==> config.mk <==
export PLATFORM = sky130hd
export DESIGN_NAME = dma_transfer_engine
export DESIGN_NICKNAME = d
export VERILOG_FILES = /design/src/rtl/dma_transfer_engine.sv
export SDC_FILE = /design/constraint.sdc
export NUM_CORES = 1
export LEC_CHECK = 0
export ABC_AREA = 1
export BUFFER_PORTS_ARGS = -buffer_cell sky130_fd_sc_hd__buf_2
export CORE_ASPECT_RATIO = 1.4
export CORE_MARGIN = 10
export CORE_UTILIZATION = 43
export CTS_CLUSTER_SIZE = 20
export DETAILED_ROUTE_END_ITERATION = 8
export PLACE_DENSITY = 0.69
export SYNTH_ARGS = -nofsm -noshare
export SYNTH_HDL_FRONTEND = slang
export SYNTH_SLANG_ARGS = --single-unit
==> constraint.sdc <==
create_clock -name clk -period 4.75 [get_ports clk]
set_input_delay 0.475 -clock clk [delete_from_list [all_inputs] [get_ports clk]]
set_output_delay 0.475 -clock clk [all_outputs]
set_load 0.005 [all_outputs]
==> src/rtl/dma_transfer_engine.sv <==
// Single-channel DMA engine: requests the bus with HLD/HLDA and copies
// length 32-bit words from src_addr to dst_addr, one read and one write per word.
//
// state   | meaning
// --------+---------------------------------------------------------
// IDLE    | waiting for start; zero-length requests complete here
// REQ     | HLD raised, waiting for HLDA (also re-entry after a lost grant)
// READ    | read strobe at src_ptr, word captured into hold_q
// WRITE   | write strobe at dst_ptr, pointers advance, counter decrements
// RELEASE | HLD dropped, waiting for HLDA to fall before pulsing done
module dma_transfer_engine (
    input  logic        clk,
    input  logic        rst,
    input  logic        start,
    input  logic [15:0] src_addr,
    input  logic [15:0] dst_addr,
    input  logic [7:0]  length,
    output logic        HLD,
    input  logic        HLDA,
    output logic [31:0] bus_addr,
    output logic [31:0] bus_wdata,
    input  logic [31:0] bus_rdata,
    output logic        bus_read,
    output logic        bus_write,
    output logic        busy,
    output logic        done
);

    typedef enum logic [2:0] {
        IDLE    = 3'd0,
        REQ     = 3'd1,
        READ    = 3'd2,
        WRITE   = 3'd3,
        RELEASE = 3'd4
    } state_t;

    state_t      state, state_nx;
    logic [15:0] src_ptr, dst_ptr;
    logic [7:0]  count;
    logic [31:0] hold_q;
    logic        done_q, done_nx;
    logic        load, capture, advance;

    always_ff @(posedge clk or posedge rst) begin
        if (rst) begin
            state   <= IDLE;
            src_ptr <= 16'd0;
            dst_ptr <= 16'd0;
            count   <= 8'd0;
            hold_q  <= 32'd0;
            done_q  <= 1'b0;
        end else begin
            state  <= state_nx;
            done_q <= done_nx;
            if (load) begin
                src_ptr <= src_addr;
                dst_ptr <= dst_addr;
                count   <= length;
            end
            if (capture) begin
                hold_q <= bus_rdata;
            end
            // 16-bit pointers wrap naturally past 0xFFFC
            if (advance) begin
                src_ptr <= src_ptr + 16'd4;
                dst_ptr <= dst_ptr + 16'd4;
                count   <= count - 8'd1;
            end
        end
    end

    always_comb begin
        state_nx  = state;
        done_nx   = 1'b0;
        load      = 1'b0;
        capture   = 1'b0;
        advance   = 1'b0;
        HLD       = 1'b0;
        bus_read  = 1'b0;
        bus_write = 1'b0;
        bus_addr  = 32'd0;
        bus_wdata = 32'd0;
        case (state)
            IDLE: begin
                if (start) begin
                    if (length != 8'd0) begin
                        load     = 1'b1;
                        state_nx = REQ;
                    end else begin
                        done_nx = 1'b1;
                    end
                end
            end
            REQ: begin
                HLD = 1'b1;
                if (HLDA) begin
                    state_nx = READ;
                end
            end
            // A lost grant leaves all state untouched; the word restarts at READ.
            READ: begin
                HLD = 1'b1;
                if (HLDA) begin
                    bus_read = 1'b1;
                    bus_addr = {16'd0, src_ptr};
                    capture  = 1'b1;
                    state_nx = WRITE;
                end else begin
                    state_nx = REQ;
                end
            end
            WRITE: begin
                HLD = 1'b1;
                if (HLDA) begin
                    bus_write = 1'b1;
                    bus_addr  = {16'd0, dst_ptr};
                    bus_wdata = hold_q;
                    advance   = 1'b1;
                    state_nx  = (count == 8'd1) ? RELEASE : READ;
                end else begin
                    state_nx = REQ;
                end
            end
            RELEASE: begin
                if (!HLDA) begin
                    done_nx  = 1'b1;
                    state_nx = IDLE;
                end
            end
            default: begin
                state_nx = IDLE;
            end
        endcase
    end

    assign busy = (state != IDLE);
    assign done = done_q;

endmodule

==> flow_summary.ini <==
[outcome]
status = finished, final reports clean

[cells_and_area]
multi_input_area_um2 = 2190
seq_area_um2 = 1900
area_growth_pct = 19.0
num-fill-cells = 1043
nets = 837
drive_gt1_share_pct = 21.1
stdcell_area_um2 = 5430

[route]
drt-met1-wl_um = 5370
drt.antenna.violating_nets = 0
top_layer = met4
wl_per_cell_um = 14.8
drc = 0
wl_met2_um = 6760
drt-pass1-iter-count = 5
wl_um = 13300
met3_wirelength_um = 1010
vias = 4524
first_iter_violations = 256
drt-vias-per-instance = 5.02

[place]
port_buffers = 128
placed_cell_area_um2 = 5130
finalWeightedCongestion = 0.913
dp_slack_ps = 2160
dp_hpwl_um = 9790

[power_and_ir_drop]
finalPower_mw = 2.97
p_leak_nw = 2.89
ir_worst_vdd_uv = 291
p_per_area_nw_per_um2 = 547

[sta]
fin_skew_ps = 5.04
min_period_over_period_pct = 59.1
final.setup.worst_slack_ps = 1940
rsz0062_at_grt = no
relSlewSlack_pct = 40.9
fin_hold_ws_ps = 327
fin_setup_tns_ps = 0
slew_violations = 0
max_freq_ghz = 0.356
hold_viol = 0
finalCriticalPeriod_ps = 2810
finalSetupViolCount = 0
worstMarginPinSlew_ps = 885

[critical_path]
reg2reg_to = dst_ptr[10]
reg2reg_depth = 7
cp_slowest_cell = nor2_2
crit_type = reg2out
rrSetupSlack_ps = 2390
timing.rr.start = state[2]
crit_chain = inv_2 -> nand3_4 -> nor2_2 -> buf_4 -> a22o_1 -> buf_2
crit_fanout = 26
max_stage_delay_ps = 500
end_kind = primary output
startpoint = state[2]
worstPathRequired_ps = 4280
startpoint_type = flip-flop
critical_path_arrival_ps = 2330

[die]
dieArea_um2 = 15200
num_io_pins = 145
num_rows = 44
die_h_um = 142
core_area_um2 = 10400
initial_utilization_pct = 43.9
die_x_um = 107

[synthesis]
yosysMostFrequentCell = nand2_1
yosysTopAreaCellShare_pct = 41.7
avgSynthCellArea_um2 = 7.02
synth.cell_area_um2 = 4560
netlist_instances = 650
synth_edf_count = 0
synth_warnings = 0
ys_seq_area_share_pct = 41.7
ys_types = 32
synthArstFlopShare_pct = 100
synth_area_leader_cell = dfrtp_1
ys.flop_type = dfrtp_1
ys_seq_elements = 76
ys_top_cells_by_count = 193 x nand2_1, 101 x nand3_1, 84 x nor2_1
synth.area.top_cells = dfrtp_1 42%, nand2_1 16%, nand3_1 11%

[clocking]
cts.path.max_buffers = 2
postCtsSetupRepairBufs = 0
cts_buffers = 9
htree_levels = 3
hold_buffers = 0
cts_tree = done
cts_root_buf = clkbuf_16
clkTransAtPathRegs_ps = 60
ctsResizeCount = 0
insertion_delay_ps = 340
cts_num_sinks = 76

[grt]
grt_pass1_vias = 4631
grt_max_degree = 66
grt_remaining_overflow = 0
antenna_found_initial = 1
grt_pass1_wl_um = 21500
grt_use_total_pct = 17.2

[job]
drv_cap = 0

[min_path]
hp-class = in2async
cell type report:
| class | count | share of cell area (%) |
|---|---|---|
| diodes | 1 | 0.0461 |
| clock buffers | 9 | 4.15 |
| clock inverters | 7 | 1.24 |
| inverters | 54 | 3.73 |
| multi-input cells | 484 | 40.3 |
| flip-flops and latches | 76 | 35.0 |
| well taps | 138 | 3.18 |
| repair buffers | 132 | 12.4 |
critical path, delay by kind of cell (launching register included):
kind                   cells  cell delay (ps)
AND/OR/NAND/NOR            2              750
buffers and inverters      3              610
flip-flops                 1              440
AO/OA/AOI/OAI              1              200
logic make-up (layout without fill, tap and decap cells):
group | after synthesis | after routing | synth area share (%)
and+or+nand+nor | 401 | 401 | 37.4
buffers and inverters | 105 | 202 | 11.7
DFF | 76 | 76 | 41.7
AOI/OAI and AO/OA | 59 | 59 | 7.29
adders and majority gates | 4 | 4 | 1.10
xor gates and xnor gates | 4 | 4 | 0.768
other | 1 | 17 | 0.0822
metal layers:
metal	up-vias	global-route usage [%]
met1	2104	19.5
met5	-	0
met4	0	6.22
li1	2267	-
met3	16	4.67
met2	137	30.0
placed cells by master, fill, tap and decap left out, types with 5 or more instances in the layout:
cell / n
inv_1: 49
clkbuf_16: 9
dfrtp_1: 76
nand2_1: 193
o21ai_0: 22
conb_1: 16
nor3_1: 6
buf_2: 128
nor2_1: 84
a21oi_1: 7
nand4_1: 8
o21ai_1: 10
o22ai_1: 12
inv_2: 5
nand3_1: 101
worst max path at each step:
| stage | to | slack, ps | depth (start not counted) |
|---|---|---|---|
| floorplan | count[0] | 2340 | 1 |
| global placement | bus_addr[1] | 2150 | 6 |
| detailed placement | bus_addr[1] | 2160 | 6 |
| CTS | bus_addr[1] | 1930 | 6 |
| global route | bus_addr[1] | 1800 | 6 |
| finish | bus_addr[1] | 1940 | 6 |
state kept, by name, indices dropped and copies added (netlist names):
register / count
hold_q: 32
done: 1
state: 3
count: 8
dst_ptr: 16
src_ptr: 16
per-stage QoR:
step	util (%)	cells
2_1_floorplan	-	665
3_3_place_gp	49.4	884
3_5_place_dp	49.4	884
4_1_cts	52.2	900
5_1_grt	52.2	900
6_report	52.2	901
power by group:
part	switching [mW]	internal (mW)
Sequential	0.248	0.946
Clock	0.270	0.404
Combinational	0.700	0.404
(Power assumes the default switching activity.)
